File: src/rtl/vx_exec_lane_split_pkg.sv
// Shared constants and request/packet structs for the warp-to-lane splitter.
// Packet count and PID width derive from the thread and lane counts below.
package VX_gpu_pkg;

  function automatic int log2up(input int n);
    return (n > 1) ? $clog2(n) : 1;
  endfunction

  localparam int XLEN             = 32;
  localparam int NUM_THREADS      = 4;
  localparam int EXEC_NUM_LANES   = 1;
  localparam int EXEC_NUM_PACKETS = NUM_THREADS / EXEC_NUM_LANES;
  localparam int EXEC_PID_WIDTH   = log2up(EXEC_NUM_PACKETS);
  localparam int UUID_WIDTH       = 44;
  localparam int NW_WIDTH         = 2;
  localparam int NT_WIDTH         = log2up(NUM_THREADS);
  localparam int INST_OP_BITS     = 4;
  localparam int INST_MOD_BITS    = 3;
  localparam int NR_BITS          = 5;

  typedef struct packed {
    logic [UUID_WIDTH-1:0]                  uuid;
    logic [NW_WIDTH-1:0]                    wid;
    logic [NUM_THREADS-1:0]                 tmask;
    logic [INST_OP_BITS-1:0]                op_type;
    logic [INST_MOD_BITS-1:0]               op_mod;
    logic                                   wb;
    logic                                   use_PC;
    logic                                   use_imm;
    logic [XLEN-1:0]                        PC;
    logic [XLEN-1:0]                        imm;
    logic [NR_BITS-1:0]                     rd;
    logic [NT_WIDTH-1:0]                    tid;
    logic [NUM_THREADS-1:0][XLEN-1:0]       rs1_data;
    logic [NUM_THREADS-1:0][XLEN-1:0]       rs2_data;
    logic [NUM_THREADS-1:0][XLEN-1:0]       rs3_data;
    logic                                   is_mstore;
  } exec_req_t;

  typedef struct packed {
    logic [UUID_WIDTH-1:0]                  uuid;
    logic [NW_WIDTH-1:0]                    wid;
    logic [EXEC_NUM_LANES-1:0]              tmask;
    logic [INST_OP_BITS-1:0]                op_type;
    logic [INST_MOD_BITS-1:0]               op_mod;
    logic                                   wb;
    logic                                   use_PC;
    logic                                   use_imm;
    logic [XLEN-1:0]                        PC;
    logic [XLEN-1:0]                        imm;
    logic [NR_BITS-1:0]                     rd;
    logic [NT_WIDTH-1:0]                    tid;
    logic [EXEC_NUM_LANES-1:0][XLEN-1:0]    rs1_data;
    logic [EXEC_NUM_LANES-1:0][XLEN-1:0]    rs2_data;
    logic [EXEC_NUM_LANES-1:0][XLEN-1:0]    rs3_data;
    logic                                   is_mstore;
    logic [EXEC_PID_WIDTH-1:0]              pid;
    logic                                   sop;
    logic                                   eop;
  } exec_pkt_t;

endpackage

File: src/rtl/vx_exec_lane_split_priority_encoder.sv
// Lowest-set-bit priority encoder; index is 0 when no bit is set.
module VX_priority_encoder #(
  parameter int N  = 1,
  parameter int LN = (N > 1) ? $clog2(N) : 1
) (
  input  logic [N-1:0]  data_in,
  output logic [LN-1:0] index,
  output logic          valid_out
);

  // Scanning downward lets the lowest set bit win.
  always_comb begin
    index = '0;
    for (int i = N - 1; i >= 0; i--) begin
      if (data_in[i]) index = LN'(i);
    end
  end

  assign valid_out = |data_in;

endmodule

File: src/rtl/vx_exec_lane_split.sv
// Splits a full-warp execute request into NUM_LANES-wide packets, emitting
// only packets with active threads, lowest index first, one per cycle.
module vx_exec_lane_split
  import VX_gpu_pkg::*;
#(
  parameter int NUM_LANES   = EXEC_NUM_LANES,
  parameter int NUM_PACKETS = NUM_THREADS / NUM_LANES,
  parameter int PID_WIDTH   = log2up(NUM_PACKETS)
) (
  input  logic      clk,
  input  logic      reset,
  input  logic      in_valid,
  input  exec_req_t in_data,
  output logic      in_ready,
  output logic      out_valid,
  output exec_pkt_t out_data,
  input  logic      out_ready
);

  localparam logic [0:0] STATE_IDLE = 1'b0;
  localparam logic [0:0] STATE_SEND = 1'b1;

  logic [0:0]             state_reg, state_next;
  exec_req_t              req_reg;
  logic [NUM_PACKETS-1:0] rem_reg, rem_next;
  logic                   sop_reg, sop_next;
  logic [NUM_PACKETS-1:0] act_mask, act_mask_load;
  logic [PID_WIDTH-1:0]   pid;
  logic                   pid_valid;
  logic                   eop;
  logic                   fire_in, fire_out;

  for (genvar gi = 0; gi < NUM_PACKETS; gi++) begin : g_act
    assign act_mask[gi] = |in_data.tmask[gi*NUM_LANES +: NUM_LANES];
  end

  // An all-zero thread mask still produces a single packet 0.
  assign act_mask_load = (act_mask == '0) ? NUM_PACKETS'(1) : act_mask;

  VX_priority_encoder #(
    .N  (NUM_PACKETS),
    .LN (PID_WIDTH)
  ) pid_sel (
    .data_in   (rem_reg),
    .index     (pid),
    .valid_out (pid_valid)
  );

  // Last packet when at most one remaining bit is set.
  assign eop       = ((rem_reg & (rem_reg - NUM_PACKETS'(1))) == '0);
  assign out_valid = (state_reg == STATE_SEND) && pid_valid;
  assign fire_out  = out_valid && out_ready;
  assign in_ready  = reset && ((state_reg == STATE_IDLE) || (fire_out && eop));
  assign fire_in   = in_valid && in_ready;

  always_comb begin
    state_next = state_reg;
    rem_next   = rem_reg;
    sop_next   = sop_reg;
    if (fire_out) begin
      rem_next = rem_reg & ~(NUM_PACKETS'(1) << pid);
      sop_next = 1'b0;
      if (eop) state_next = STATE_IDLE;
    end
    if (fire_in) begin
      state_next = STATE_SEND;
      rem_next   = act_mask_load;
      sop_next   = 1'b1;
    end
  end

  always_ff @(posedge clk or negedge reset) begin
    if (!reset) begin
      state_reg <= STATE_IDLE;
      rem_reg   <= '0;
      sop_reg   <= 1'b0;
      req_reg   <= '0;
    end else begin
      state_reg <= state_next;
      rem_reg   <= rem_next;
      sop_reg   <= sop_next;
      if (fire_in) req_reg <= in_data;
    end
  end

  always_comb begin
    out_data           = '0;
    out_data.uuid      = req_reg.uuid;
    out_data.wid       = req_reg.wid;
    out_data.op_type   = req_reg.op_type;
    out_data.op_mod    = req_reg.op_mod;
    out_data.wb        = req_reg.wb;
    out_data.use_PC    = req_reg.use_PC;
    out_data.use_imm   = req_reg.use_imm;
    out_data.PC        = req_reg.PC;
    out_data.imm       = req_reg.imm;
    out_data.rd        = req_reg.rd;
    out_data.tid       = req_reg.tid;
    out_data.is_mstore = req_reg.is_mstore;
    out_data.tmask     = req_reg.tmask[pid*NUM_LANES +: NUM_LANES];
    out_data.rs1_data  = req_reg.rs1_data[pid*NUM_LANES +: NUM_LANES];
    out_data.rs2_data  = req_reg.rs2_data[pid*NUM_LANES +: NUM_LANES];
    out_data.rs3_data  = req_reg.rs3_data[pid*NUM_LANES +: NUM_LANES];
    out_data.pid       = pid;
    out_data.sop       = sop_reg;
    out_data.eop       = eop;
  end

endmodule

File: config.mk
export PLATFORM = sky130hd
export DESIGN_NAME = vx_exec_lane_split
export DESIGN_NICKNAME = d
export VERILOG_FILES = /design/src/rtl/vx_exec_lane_split_pkg.sv /design/src/rtl/vx_exec_lane_split_priority_encoder.sv /design/src/rtl/vx_exec_lane_split.sv
export SDC_FILE = /design/constraint.sdc
export NUM_CORES = 1
export LEC_CHECK = 0
export ABC_AREA = 1
export BUFFER_PORTS_ARGS = -buffer_cell sky130_fd_sc_hd__buf_2
export CAP_MARGIN = 20
export CORE_AREA = 2 2 289 291
export DETAILED_ROUTE_END_ITERATION = 8
export DIE_AREA = 0 0 291 293
export PLACE_DENSITY = 0.56
export REMOVE_ABC_BUFFERS = 1
export SYNTH_ARGS = -nofsm -noshare
export SYNTH_HDL_FRONTEND = slang
export SYNTH_SLANG_ARGS = --single-unit
File: constraint.sdc
create_clock -name clk -period 2 [get_ports clk]
set_input_delay 0.3 -clock clk [delete_from_list [all_inputs] [get_ports clk]]
set_output_delay 0.3 -clock clk [all_outputs]
set_load 0.005 [all_outputs]
## Word level (Yosys, flattened, before mapping)

Index checks and enable logic that the tools add are counted.

| cells by class | value |
|---|---|
| mux-type cells | 12 |
| shift operators | 98 |
| add/sub/neg operators | 1 |
| reductions and logical operators | 12 |
| bitwise logic cells | 4 |

Operators with widths:

| cell | count |
|---|---|
| $shiftx A4 B3 Y1 | 97 |
| $mux W4 | 3 |
| $and A4 B4 Y4 | 2 |
| $logic_not A4 Y1 | 2 |
| $mux W2 | 4 |
| $logic_and A1 B1 Y1 | 5 |
| $mux W1 | 5 |
| $not A4 Y4 | 1 |
| $reduce_bool A2 Y1 | 2 |
| $reduce_or A4 Y1 | 1 |
| $shl A1 B2 Y4 const A | 1 |
| $sub A4 B1 Y4 const B | 1 |
| $reduce_and A2 Y1 | 1 |
| $logic_or A1 B1 Y1 | 1 |
| $not A1 Y1 | 1 |

| storage, ports and cells | value |
|---|---|
| logic and storage cells | 155 |
| output and inout port bits | 231 |
| register bits after elaboration | 522 |

## Logic depth before layout (Yosys ltp)

| logic depth | value |
|---|---|
| depth in word-level cells | 9 |
| mapped depth | 13 |
| mapped depth without buffers | 10 |

## Modules after synthesis

From an unflattened synthesis, not the netlist that was laid out.

| second synthesis, totals | value |
|---|---|
| cells, all modules | 2802 |
| area, all modules | 23850.4 um^2 |

By module, submodules not included:

| module | area each (um^2) | cells an instance | times used | sequential area each (um^2) |
|---|---|---|---|---|
| vx_exec_lane_split | 23804.1 | 2793 | 1 | 13062.5 |
| VX_priority_encoder | 46.3 | 9 | 1 | 0.0 |

## Worst setup path after synthesis

No wires, ideal clock.

| path | value |
|---|---|
| kind | register to output |
| from | register rem_reg[2] |
| to | output out_data[10] in the netlist's numbering |
| arrival | 1.666 ns |
| setup slack | 0.034 ns |
| cell stages (with the launch flop) | 9 |
| cell sequence | dfrtp_1 buf_2 inv_1 nand2_1 a21oi_2 clkbuf_1 buf_2 o21ai_0 o211ai_1 |

RTL lines:

| what | RTL line | text |
|---|---|---|
| from (decl) | vx_exec_lane_split.sv:25 | `logic [NUM_PACKETS-1:0] rem_reg, rem_next;` |
| from (signal assigned) | vx_exec_lane_split.sv:80 | `rem_reg <= rem_next;` |
| to (decl) | vx_exec_lane_split.sv:16 | `output exec_pkt_t out_data,` |

==> flow_results.org <==
** Placement
- Detailed placer's ending HPWL :: 59800 um
- Global placement routability congestion :: 0.8444
- Port buffering added 750 buffers.
- Worst setup timing slack at the placement stage :: -0.2653 ns

** Synth
- The synthesized design contains 522 register bits.
- The share of the Yosys chip area taken by registers is 56.04%.
- Cells taking the most area after synthesis :: sky130_fd_sc_hd__dfrtp_1, sky130_fd_sc_hd__nand2_1, sky130_fd_sc_hd__buf_4
- The Yosys step of the flow raised 0 warnings.
- The synthesized netlist occupies a cell area of 23310 um2.
- Mapped Avg Cell Area :: 8.030 um2
- In this run, synthesis inferred 0 flip-flops with an integrated enable.
- After synthesis, the largest area contributor takes up 56.04% of total cell area.
- Among all flip-flop cells after synthesis, the most frequent one is sky130_fd_sc_hd__dfrtp_1.
- In the synthesized netlist the async set-or-reset flop fraction comes to 100.0%.
- Synth cell types :: 21
- Library cell occupying the most area in the post-synthesis netlist :: sky130_fd_sc_hd__dfrtp_1
- In the synthesized netlist, the number of instances is 2903.

** Global routing
- GRT Overall Usage :: 21.32%
- GRT Residual Overflow :: 0
- Global-route wire length before repair :: 142500 um
- Maximum number of pins on one net before global-route repair :: 114
- Number of antenna violations at the first check in global routing :: 6
- The via count of the first global-routing pass came to 24930.

** Worst hold path
- The worst hold path belongs to the class in2reg.

** Cells and area
- Cells with a size suffix above 1 make up 27.11% of the layout.
- Cells fill 45.34% of the core in the end.
- Area delta synth->final :: 59.20%
- For this run, the post-layout net count is 4643.
- Most common cell after layout, fill and taps aside :: sky130_fd_sc_hd__nand2_1
- In the layout the commonest cells are sky130_fd_sc_hd__nand2_1, sky130_fd_sc_hd__buf_2, sky130_fd_sc_hd__dfrtp_1.
- The filler cells instantiated in the layout total 7641.
- Largest register FFs :: 388

** Job
- Max-cap viol count :: 0

** STA
- Pin slew with the least headroom to its limit :: 0.8083 ns
- Number of max-slew violations in the final report :: 0
- Setup repair after global routing missed its margin :: true
- After layout, the worst path uses 136.9% of the clock period.
- Between clock sinks in the finished design, the worst skew comes to 0.01465 ns.
- Setup violations remaining at the end of the flow were counted as 619.
- Worst hold margin :: -0.0001872 ns
- Worst Slack Setup Final :: -0.7376 ns
- Headroom to the max-slew limit :: 46.11%
- For this run, the top clock speed supported by timing is 0.3653 GHz.
- The number of hold violations in the final report is 1.
- Time the worst path needs with I/O delays and setup :: 2.738 ns

** Clock network
- Clock-pin slew was measured on the worst setup and hold paths at 0.06 ns.
- In this run the number of H-tree levels came out at 2.
- In this run the clock root is driven by a sky130_fd_sc_hd__clkbuf_16.
- Clock insertion delay at the later pin of the skew report :: 0.62 ns
- TritonCTS built the clock tree.
- Clock Tree Buf Depth :: 3
- The tree built by TritonCTS fans out to 522 sinks.
- TritonCTS buffer count :: 60

** Worst setup path
- Element type at the critical path start :: flop
- Critical path class :: reg2out
- STA classifies the critical path endpoint as an output pin.
- Largest fanout on the critical path :: 17
- Slack of the worst reg-to-reg path :: -0.22 ns
- Crit path DAT :: 2.44 ns
- Data on the critical path is required at its endpoint by 1.70 ns.

** Route
- Once detail routing completed, the nets flagged for antenna violations numbered 0.
- The first detailed-routing pass took 8 iterations.
- The first routing iteration left 1569 violations.
- Detail-routed net length per standard cell :: 18.57 um
- # DRC :: 0
- The final route contains 24170 vias.
- Final Routed Wirelength :: 97410 um
- DR vias/cell :: 4.608

** Floorplanning
- The die covers 85260 um2.
- Die outline height :: 293 um
- Once the floorplan was initialized, standard cells occupied 28.48% of the core.
- From left edge to right edge, the die measures 291 um.
- Boundary pin count :: 751
- Number of placement rows :: 105
- The total area inside the core boundary comes to 81850 um2.

** Run status
- The final reports fail on hold timing, setup timing.
- The run finished, with violations left.

** Power and ir drop
- Worst VDD drop :: 0.7209 mV
- Power Dens Cells :: 1551 nW/um2
- Leakage :: 19.46 nW
## worst paths after layout
path                                  to     startpoint  cells past startpoint
hold / removal              req_reg[287]   in_data[287]                      3
hold reg to reg            out_data[143]  out_data[143]                      2
max in group asynchronous  out_data[179]          reset                      4
min in group asynchronous   req_reg[211]          reset                      3
setup reg to reg              rem_reg[3]     rem_reg[2]                     14
setup / recovery            out_data[12]     rem_reg[2]                      8
## per-layer routing
| metal | global-route usage [%] | routed length, um | vias to the layer above |
|---|---|---|---|
| met3 | 3.903 | 5929 | 233 |
| met2 | 35.82 | 46100 | 999 |
| met1 | 27.15 | 41470 | 11530 |
| met4 | 8.568 | 3855 | 8 |
| met5 | 0 | 64 | - |
| li1 | - | - | 11400 |
## stage by stage
| step | hold WS (ns) | std cells | setup TNS [ns] | total power (W) | instance area [um2] |
|---|---|---|---|---|---|
| 2_1_floorplan | 0.004409 | 2597 | - | 0.02414 | 21500 |
| 3_3_place_gp | 0.3664 | 4551 | -19.78 | 0.04073 | 28130 |
| 3_5_place_dp | 0.3629 | 4551 | -25.39 | 0.04097 | 28130 |
| 4_1_cts | 0.01102 | 5196 | -134.86 | 0.05582 | 35950 |
| 5_1_grt | 0.02807 | 5244 | -208.16 | 0.06124 | 37110 |
| 6_report | -0.0001872 | 5245 | -128.39 | 0.05757 | 37110 |
## layout make-up
class                   count  area (um2)  area share, %
diodes                      3       7.507        0.02023
clock buffers              86        1770          4.771
clock inverters            25       315.3         0.8496
inverters                  11       77.57         0.2090
multi-input cells        2064        8643          23.29
flip-flops and latches    522       13070          35.21
well taps                1070        1339          3.608
repair buffers           1464       11890          32.04
## worst max-delay path, stage by stage (launching register included)
cell and delay (ns):
sky130_fd_sc_hd__dfrtp_4 0.51, sky130_fd_sc_hd__nor2_2 0.17, sky130_fd_sc_hd__nor2_4 0.07, sky130_fd_sc_hd__clkinv_4 0.11
sky130_fd_sc_hd__buf_4 0.15, sky130_fd_sc_hd__bufbuf_16 0.30, sky130_fd_sc_hd__o21ai_0 0.13, sky130_fd_sc_hd__o211ai_1 0.23
sky130_fd_sc_hd__buf_2 0.16
## cell families after synthesis
logic type | after synthesis | synth area share, %
flip-flops | 522 | 56.04
AND/OR/NAND/NOR | 1860 | 30.55
buffers and inverters | 317 | 7.928
AO/OA/AOI/OAI | 204 | 5.486
## synth_stat cells, types with 2 or more instances
library cell                  n
sky130_fd_sc_hd__inv_2        2
sky130_fd_sc_hd__buf_4      142
sky130_fd_sc_hd__clkbuf_1    62
sky130_fd_sc_hd__a21oi_2      2
sky130_fd_sc_hd__dfrtp_1    522
sky130_fd_sc_hd__buf_1        2
sky130_fd_sc_hd__buf_2       99
sky130_fd_sc_hd__nor2_1      98
sky130_fd_sc_hd__o21ai_0    102
sky130_fd_sc_hd__nand3_1    100
sky130_fd_sc_hd__nand2_1   1657
sky130_fd_sc_hd__nor3_1       2
sky130_fd_sc_hd__inv_1        9
sky130_fd_sc_hd__o211ai_1    97
## timing repair
item                                    4_1_cts  5_1_grt
gates resized for setup                      75      120
endpoints found under the setup margin      460      621
endpoints found under the hold margin       852        0
cloned                                        9       21
buffers inserted                             11       26
hold buffers                                514        0
pin swaps                                    17       28
## power by group
group          switching (W)  internal (W)  total (W)  leakage (nW)
Clock                0.00463       0.00703     0.0117          1.04
Combinational         0.0150        0.0123     0.0273          11.9
Sequential           0.00304        0.0155     0.0186          6.48
Power figures use the tool's default switching activity.
